**config.mk**
```make
export PLATFORM = sky130hd
export DESIGN_NAME = jtframe_joy_serial
export DESIGN_NICKNAME = d
export VERILOG_FILES = /design/src/rtl/jtframe_joy_serial_pkg.sv /design/src/rtl/jtframe_joy_serial_deb.sv /design/src/rtl/jtframe_joy_serial.sv
export SDC_FILE = /design/constraint.sdc
export NUM_CORES = 1
export LEC_CHECK = 0
export BUFFER_PORTS_ARGS = -buffer_cell sky130_fd_sc_hd__buf_4
export CORE_MARGIN = 5
export CORE_UTILIZATION = 40
export DETAILED_ROUTE_END_ITERATION = 8
export PLACE_DENSITY = 0.54
export SLEW_MARGIN = 25
export SYNTH_ARGS = -nofsm -noshare
export SYNTH_HDL_FRONTEND = slang
export SYNTH_HIERARCHICAL = 1
export SYNTH_SLANG_ARGS = --single-unit
```
**constraint.sdc**
```tcl
create_clock -name clk -period 2.3 [get_ports clk]
set_input_delay 0.115 -clock clk [delete_from_list [all_inputs] [get_ports clk]]
set_output_delay 0.115 -clock clk [all_outputs]
set_load 0.02 [all_outputs]
```
**src/rtl/jtframe_joy_serial_pkg.sv**
```systemverilog
// Shared types and constants for the serial joystick chain reader.
package jtframe_joy_serial_pkg;

    typedef enum logic [2:0] {
        LOAD,
        SETTLE,
        SHIFT_LO,
        SHIFT_HI,
        UPDATE
    } state_e;

    localparam int RIGHT = 0;
    localparam int LEFT  = 1;
    localparam int DOWN  = 2;
    localparam int UP    = 3;
    localparam int FIRE1 = 4;

endpackage

```
**src/rtl/jtframe_joy_serial_deb.sv**
```systemverilog
// Frame debouncer: latches a frame once it has repeated DEB+1 times
// in a row, and pulses done_o only when the latched state changes.
module jtframe_joy_serial_deb
    import jtframe_joy_serial_pkg::*;
#(
    parameter int NB  = 12,
    parameter int DEB = 0
) (
    input  logic          clk,
    input  logic          rst,
    input  logic          upd_i,
    input  logic [NB-1:0] frame_i,
    output logic [NB-1:0] bus_o,
    output logic          done_o
);

    logic [NB-1:0] prev_q;
    logic [NB-1:0] bus_q;
    logic [3:0]    dcnt_q;
    logic [3:0]    dcnt_d;
    logic          done_q;

    always_comb begin
        dcnt_d = '0;
        if (frame_i == prev_q) begin
            dcnt_d = (dcnt_q == 4'(DEB)) ? dcnt_q : dcnt_q + 4'd1;
        end
    end

    always_ff @(posedge clk or posedge rst) begin
        if (rst) begin
            prev_q <= '1;
            bus_q  <= '1;
            dcnt_q <= '0;
            done_q <= 1'b0;
        end else begin
            done_q <= 1'b0;
            if (upd_i) begin
                prev_q <= frame_i;
                dcnt_q <= dcnt_d;
                if (dcnt_d == 4'(DEB) && frame_i != bus_q) begin
                    bus_q  <= frame_i;
                    done_q <= 1'b1;
                end
            end
        end
    end

    assign bus_o  = bus_q;
    assign done_o = done_q;

endmodule

```
**src/rtl/jtframe_joy_serial.sv**
```systemverilog
// Reader for 74HC165-style serial joystick chains (NeptUNO/MC2+).
// Pin outputs are registered from the current state, so they trail it by one clk.
module jtframe_joy_serial
    import jtframe_joy_serial_pkg::*;
#(
    parameter int NJOY   = 2,
    parameter int JOYW   = 6,
    parameter int DIV    = 4,
    parameter int DEB    = 0,
    parameter int ACTLOW = 1
) (
    input  logic                 clk,
    input  logic                 rst,
    input  logic                 joy_data,
    output logic                 joy_clk,
    output logic                 joy_load,
    output logic [NJOY*JOYW-1:0] joy_bus,
    output logic                 frame_done
);

    localparam int NB = NJOY * JOYW;
    localparam int CW = (DIV > 2) ? $clog2(DIV) : 1;
    localparam int IW = (NB > 2) ? $clog2(NB) : 1;

    state_e        state_q;
    logic [CW-1:0] cnt_q;
    logic [IW-1:0] idx_q;
    logic [IW-1:0] ridx;
    logic [NB-1:0] raw_q;
    logic [NB-1:0] frame;
    logic          joy_clk_q;
    logic          joy_load_q;
    logic          last;

    assign last  = (cnt_q == CW'(DIV - 1));
    assign ridx  = IW'(NB - 1) - idx_q;
    assign frame = (ACTLOW != 0) ? raw_q : ~raw_q;

    always_ff @(posedge clk or posedge rst) begin
        if (rst) begin
            state_q    <= LOAD;
            cnt_q      <= '0;
            idx_q      <= '0;
            raw_q      <= '1;
            joy_clk_q  <= 1'b0;
            joy_load_q <= 1'b1;
        end else begin
            joy_load_q <= (state_q != LOAD);
            joy_clk_q  <= (state_q == SHIFT_HI);
            cnt_q      <= (last || state_q == UPDATE) ? '0 : cnt_q + 1'b1;
            unique case (state_q)
                LOAD: begin
                    if (last) state_q <= SETTLE;
                end
                SETTLE: begin
                    if (last) state_q <= SHIFT_LO;
                end
                SHIFT_LO: begin
                    if (last) begin
                        raw_q[ridx] <= joy_data;
                        state_q     <= SHIFT_HI;
                    end
                end
                SHIFT_HI: begin
                    if (last) begin
                        if (idx_q == IW'(NB - 1)) begin
                            idx_q   <= '0;
                            state_q <= UPDATE;
                        end else begin
                            idx_q   <= idx_q + 1'b1;
                            state_q <= SHIFT_LO;
                        end
                    end
                end
                UPDATE: state_q <= LOAD;
                default: state_q <= LOAD;
            endcase
        end
    end

    jtframe_joy_serial_deb #(
        .NB  (NB),
        .DEB (DEB)
    ) u_deb (
        .clk     (clk),
        .rst     (rst),
        .upd_i   (state_q == UPDATE),
        .frame_i (frame),
        .bus_o   (joy_bus),
        .done_o  (frame_done)
    );

    assign joy_clk  = joy_clk_q;
    assign joy_load = joy_load_q;

endmodule
```
# == Yosys cells after proc, flatten, opt, wreduce, memory -nomap -nowiden ==
# Index checks and enable logic that the tools add are counted.
# word_totals
regBits,52
latchBits,0
ramBits,0
rom_bits,0
inputBits,3
out_inout_bits,15
word_cells,54
n_memories,0
# classes
n_addsub,4
mul,0
div_mod_pow,0
order_cmp,2
eq_ne,12
shifts,0
n_mux,15
bitwise_logic,0
n_reduce_logical,11
# op_table
op,count
3-bit two-way mux,5
12-bit bitwise mux,1
12-bit equality test,1
4-bit two-way mux,3
12-bit != test,1
3-bit one-hot mux with 4 select lines,1
"4-bit by 1-bit adder with 4-bit output, second input constant",2
4-bit zero test,2
"2-bit != test, second input constant",4
"3-bit by 2-bit equality test with 1-bit output, second input constant",2
2-bit AND reduction,3
"4-bit by 5-bit < comparator with 1-bit output, second input constant",1
1-bit demux with 4-bit select,1
"4-bit equality test, second input constant",1
"4-bit by 1-bit >= comparator with 1-bit output, second input constant",1
4-bit AND reduction,1
"4-bit subtractor, first input constant",1
"3-bit by 1-bit equality test with 1-bit output, second input constant",1
"3-bit equality test, second input constant",1
3-bit zero test,1
1-bit two-way mux,3
3-bit nonzero test,1
"2-bit by 1-bit adder with 2-bit output, second input constant",1
"2-bit equality test, second input constant",1
3 further kinds,4

# == Longest topological paths before layout ==
# logic_depth
word_depth,7
mapped_depth,8
mapped_depth_nobuf,7

# == Modules after synthesis ==
# Netlist, hierarchy kept.
# by_module_without_submodules
module,n_inst,cells_per_inst,area_each_um2,seq_area_each_um2
jtframe_joy_serial_deb,1,119,1596.5,755.7
jtframe_joy_serial,1,90,1081.0,591.8

# == Least setup slack after synthesis ==
# Ideal clock, no wire load.
# synth_path
kind,reg2reg
from,register state_q[0]
to,register u_deb.prev_q[5]
setup_ns,0.082
t_arrival_ns,1.916
required_time_ns,2.218
setup_slack_ns,0.302
stages_incl_launch_ff,6
path_buffers,3
synth_period_minus_slack_ns,1.998
path_cell_list,dfrtp_1 -> buf_6 -> nor3b_1 -> buf_1 -> buf_1 -> mux2_2
# synth_via
elab_chain_len,1
# synth_rtl
element,line_no,text
start: declaration,jtframe_joy_serial.sv:25,state_e state_q;
start signal: assignment,jtframe_joy_serial.sv:41,state_q <= LOAD;
start signal: assignment,jtframe_joy_serial.sv:53,if (last) state_q <= SETTLE;
start signal: assignment,jtframe_joy_serial.sv:56,if (last) state_q <= SHIFT_LO;
3-bit equality test,jtframe_joy_serial.sv:87,".upd_i (state_q == UPDATE),"
end signal: assignment,jtframe_joy_serial_deb.sv:39,prev_q <= frame_i;
end: declaration,jtframe_joy_serial_deb.sv:17,logic [NB-1:0] prev_q;
# No other way between the ends.
# A chain may end at the register's enable or synchronous reset.

# == Worst setup path in the final report ==
# layout_path
from,register u_deb.dcnt_q[0]
to,register u_deb.bus_q[9] (netlist: u_deb/bus_o[9])
# layout_via
elab_chain_len,6
elab_cells_between_ends,7
classes_between,add/sub: 1; mux: 2; reduce/logical: 4
# layout_rtl
element,line_no,text
start: declaration,jtframe_joy_serial_deb.sv:19,logic [3:0] dcnt_q;
start signal: assignment,jtframe_joy_serial_deb.sv:40,dcnt_q <= dcnt_d;
4-bit by 1-bit adder with 4-bit output or 4-bit zero test (tied branches),jtframe_joy_serial_deb.sv:26,dcnt_d = (dcnt_q == 4'(DEB)) ? dcnt_q : dcnt_q + 4'd1;
4-bit two-way mux (*),jtframe_joy_serial_deb.sv:26,
4-bit two-way mux (*),jtframe_joy_serial_deb.sv:25,if (frame_i == prev_q) begin
4-bit zero test (*),jtframe_joy_serial_deb.sv:41,if (dcnt_d == 4'(DEB) && frame_i != bus_q) begin
1-bit logical AND (*),jtframe_joy_serial_deb.sv:41,
2-bit AND reduction (no line) (*),-,
end signal: assignment,jtframe_joy_serial_deb.sv:42,bus_q <= frame_i;
end: declaration,jtframe_joy_serial_deb.sv:18,logic [NB-1:0] bus_q;
# Every way passes the cells marked *; elsewhere a longest branch is shown, timed or not.

==> out/summary.md <==
After layout, the worst setup slack is 0.2279 ns. The die covers 0.008430 mm2. The standard cell area after detailed placement is 0.002885 mm2, and the synthesized cell area is 0.002678 mm2. After synthesis, the cell types taking the most area are sky130_fd_sc_hd__dfstp_2 (36%), sky130_fd_sc_hd__dfrtp_1 (14%), sky130_fd_sc_hd__mux2_2 (11%). The max-slew violation total from the final report is 0, and the average cell area after synthesis is 12.81 um2. Synthesis instantiated 46 different standard cells from the library. The worst setup slack before clock tree synthesis came out at 0.2533 ns. Main combinational cell family by area after synthesis: multiplexers. The number of buffers inserted to repair setup after CTS came out at 0.

At the pin with the least slew margin, the transition time is 0.8831 ns. TritonCTS built the clock tree. The worst path buffer plus inverter count was 1; the average wire per standard cell was 15.79 um. The delay of the slowest critical-path stage was 0.44 ns; the minimum clock period was 2.072 ns.

Setup repair after global routing left no endpoint under its margin. After detailed routing, the number of remaining DRC violations is 0. The cell type of the slowest stage on the worst timing path was sky130_fd_sc_hd__dfrtp_1.

The first global-routing pass estimated 8.500 mm of wire. The first detailed-routing pass ran for 4 iterations. At the end of the flow, the number of nets in the layout was 242. The run finished with clean final reports. Traced cell by cell, the critical path runs through inv_1 -> ha_1 -> nand2b_1 -> a21bo_1 -> a211oi_2 -> o211a_4 -> mux2_2. The critical-path maximum fanout was 13; the arrival time of data at the critical path endpoint was 2.30 ns. The area share of fa/ha/maj cells after synthesis is 3.271%. Across the run, the number of max-cap violations was 0. STA classifies the critical path startpoint as a register.

The layout cell share with drive strength beyond 1 is 46.35%, and the fraction of registers with async set or reset after synthesis is 100.0%. The area of all placed cells without fillers was 0.002977 mm2; the proportion of synthesized area in mux cells was 16.82%. The later pin in the worst-skew pair is clocked with a latency of 0.30 ns. In the finished design, the share of the clock period the worst path needs comes to 90.09%. The initial antenna violation count came out at 0.

The post-route antenna net violation count was 0; the worst ir drop on vdd was 0.1933 mV. For this run the aggregate overflow at the end of global routing stands at 0. By count the netlist is led by sky130_fd_sc_hd__dfstp_2 (37), sky130_fd_sc_hd__mux2_2 (26), sky130_fd_sc_hd__xor2_1 (24), sky130_fd_sc_hd__nand3_1 (18), sky130_fd_sc_hd__dfrtp_1 (15).

18 I/O pins were placed. sky130_fd_sc_hd__dfstp_2 takes more of the synthesized area than any other cell. The highest attainable clock frequency came out at 482.6 MHz.

After the first detailed-routing iteration, the DRC count stood at 52. The clock tree synthesis step divided the H-tree into 2 levels. Cell family contributing the most delay on the critical path: compound AO/OA/AOI/OAI gates. Summing the sequential cell areas from Yosys gives 50.33% of the chip area.

The power density over cell area is 511.7 mW/mm2, and the routed via count divided by cell count is 5.248. The number of enable-type register cells in the synthesized netlist is 0. For this configuration, the core starts out at a cell density of 41.69%. In the synthesized netlist, the number of instances is 209.

STA classifies the critical path endpoint as a register. Measured against its own limit, the worst slew margin works out to 41.06%. The tools report the final weighted congestion in routability-driven placement as 0.7747. No sink is reached through more buffers than the 2 on the longest clock path. The number of nets handed over by synthesis was 219. For the worst setup path, the data required time is 2.52 ns.

The run gives 1.291 nW as the static power due to leakage. The class of the worst hold path is input pin to register. Compared with the post-synthesis result, the final layout area differs by 11.17%. The root buffer cell chosen for the clock tree is sky130_fd_sc_hd__clkbuf_8.

The post-synthesis register bit count came out at 52. Buffers placed on the I/O ports in this run total 17. Height of the chip: 91.82 um.

After Yosys synthesis, and, or, nand and nor cells account for 13.08% of the synthesized area. The most instantiated flip-flop cell in the synthesis netlist was sky130_fd_sc_hd__dfstp_2. The number of buffers created by CTS is 5, and the number of vias after detailed routing is 1627. The largest clock skew in the final design is 0.01360 ns.

Summed over its instances, the top area cell type makes up 36.31% of the synthesized netlist area. The tools report the via count of the first global-routing pass as 1691. For this run, the number of Yosys warnings is 6.

Setup violations remaining at the end of the flow were counted as 0. The number of antenna diodes in the final layout is 0. The share of the core filled with cells in the final layout is 46.35%. Summing the areas of all compound-gate instances in the mapped netlist gives 4.673% of the synthesized area. The number of endpoints with negative hold slack in the final report came out at 0.

After legalization and detailed placement, the total HPWL measured 3.521 mm. The tools report the number of rows created at floorplan as 29. For this run, the total global-route usage over all layers was measured as 12.53%. The total number of clock tree sinks came out at 52. The clock transition time at the flip-flop clock pins of the worst setup and hold paths was 0.10 ns; the sum of routed wire length over all layers was 4.895 mm. After routing, the total negative slack on setup checks comes to 0 ns.

The fraction of synthesized cell area in xor and xnor cells was 8.505%; the placeable core region was 0.006422 mm2. Among all cell types in the netlist, the one instantiated most often is sky130_fd_sc_hd__dfstp_2. The critical path is of the register to register type.

Entering global routing, the biggest net connects 30 pins. The die is 91.82 um wide.
## layout make-up
type / count / area (um2)
clock inverters: 1 / 5.005
inverters: 8 / 30.03
fillers: 585 / 3446
repair buffers: 23 / 175.2
well taps: 77 / 96.34
clock buffers: 7 / 76.32
multi-input cells: 142 / 1246
flip-flops and latches: 52 / 1348
## layer usage
| layer | track usage, % | vias to the layer above | part of all wire, % |
|---|---|---|---|
| met3 | 2.946 | 8 | 3.0 |
| li1 | - | 781 | - |
| met2 | 19.96 | 24 | 46 |
| met5 | 0 | - | 0 |
| met4 | 4.084 | 0 | 1.4 |
| met1 | 16.89 | 814 | 49 |
## final timing paths
check | from | endpoint | slack (ns) | cells after the start
worst max-delay path | u_deb/dcnt_q[0] | u_deb/bus_o[9] | 0.23 | 7
worst min-delay path | joy_data | frame[2] | 0.15 | 2
worst max register to register | u_deb/dcnt_q[0] | u_deb/bus_o[9] | 0.23 | 7
worst min register to register | cnt_q[0] | cnt_q[0] | 0.45 | 1
max in group asynchronous | rst | idx_q[2] | 1.18 | 3
min in group asynchronous | rst | u_deb/dcnt_q[0] | 0.45 | 4
## worst reg2reg max path, delay by kind of cell, from the launching register on
family | cells | cell delay, ns
AO/OA/AOI/OAI | 3 | 0.74
adder cells (fa/ha/maj) | 1 | 0.19
AND/OR/NAND/NOR | 1 | 0.11
flip-flops | 1 | 0.44
buffers and inverters | 1 | 0.13
multiplexers | 1 | 0.37
## report_power, final
group	leakage, nW	internal (mW)	switching, mW	total, mW
clock network	0.0422	0.215	0.292	0.507
logic	0.675	0.0252	0.0368	0.0620
registers	0.574	0.936	0.0176	0.954
total	1.29	1.18	0.347	1.52
## kinds of logic (layout without fill, tap and decap cells)
logic type,after synthesis,count (layout)
and+or+nand+nor,56,56
DFF,52,52
muxes,37,37
xor gates and xnor gates,26,26
AOI/OAI and AO/OA,16,16
buffers and inverters,15,39
adders and majority gates,7,7
## registers in the layout, indices dropped and copies added (netlist names)
name          flops
frame            12
u_deb/bus_o      12
u_deb/prev_q     12
idx_q             4
u_deb/dcnt_q      4
state_q           3
cnt_q             2
joy_clk           1
joy_load          1
u_deb/done_o      1
## metrics by stage
step | hold slack [ns] | power [mW] | std cells
after floorplan | 0.1073 | 1.007 | 209
after global placement | 0.2282 | 1.032 | 301
after detailed placement | 0.2351 | 1.032 | 301
after CTS | 0.1493 | 1.553 | 310
after global routing | 0.1566 | 1.600 | 310
final | 0.1534 | 1.523 | 310
## cell usage in the layout (no fill, tap or decap), types with 2 or more instances in the layout
| cell | netlist | routed |
|---|---|---|
| sky130_fd_sc_hd__nor3_1 | 3 | 3 |
| sky130_fd_sc_hd__xor2_1 | 24 | 24 |
| sky130_fd_sc_hd__xnor2_1 | 2 | 2 |
| sky130_fd_sc_hd__ha_1 | 7 | 7 |
| sky130_fd_sc_hd__dfstp_2 | 37 | 37 |
| sky130_fd_sc_hd__nor4_1 | 3 | 3 |
| sky130_fd_sc_hd__buf_4 | 0 | 22 |
| sky130_fd_sc_hd__nand2_1 | 6 | 6 |
| sky130_fd_sc_hd__o21ai_0 | 5 | 5 |
| sky130_fd_sc_hd__nor4_2 | 2 | 2 |
| sky130_fd_sc_hd__mux2_2 | 26 | 26 |
| sky130_fd_sc_hd__clkbuf_1 | 1 | 2 |
| sky130_fd_sc_hd__clkbuf_8 | 0 | 5 |
| sky130_fd_sc_hd__nor2_1 | 6 | 6 |
| sky130_fd_sc_hd__dfrtp_1 | 15 | 15 |
| sky130_fd_sc_hd__inv_1 | 8 | 8 |
| sky130_fd_sc_hd__nand2b_1 | 2 | 2 |
| sky130_fd_sc_hd__mux2_4 | 9 | 9 |
| sky130_fd_sc_hd__nor2b_1 | 3 | 3 |
| sky130_fd_sc_hd__nand3_1 | 18 | 18 |
| sky130_fd_sc_hd__mux2_1 | 2 | 2 |
## what timing repair did
action	CTS	global route
resized for setup	0	0
hold buffers	1	0
hold endpoints to repair	5	0
Note: power is estimated with default switching activity, not from simulation.
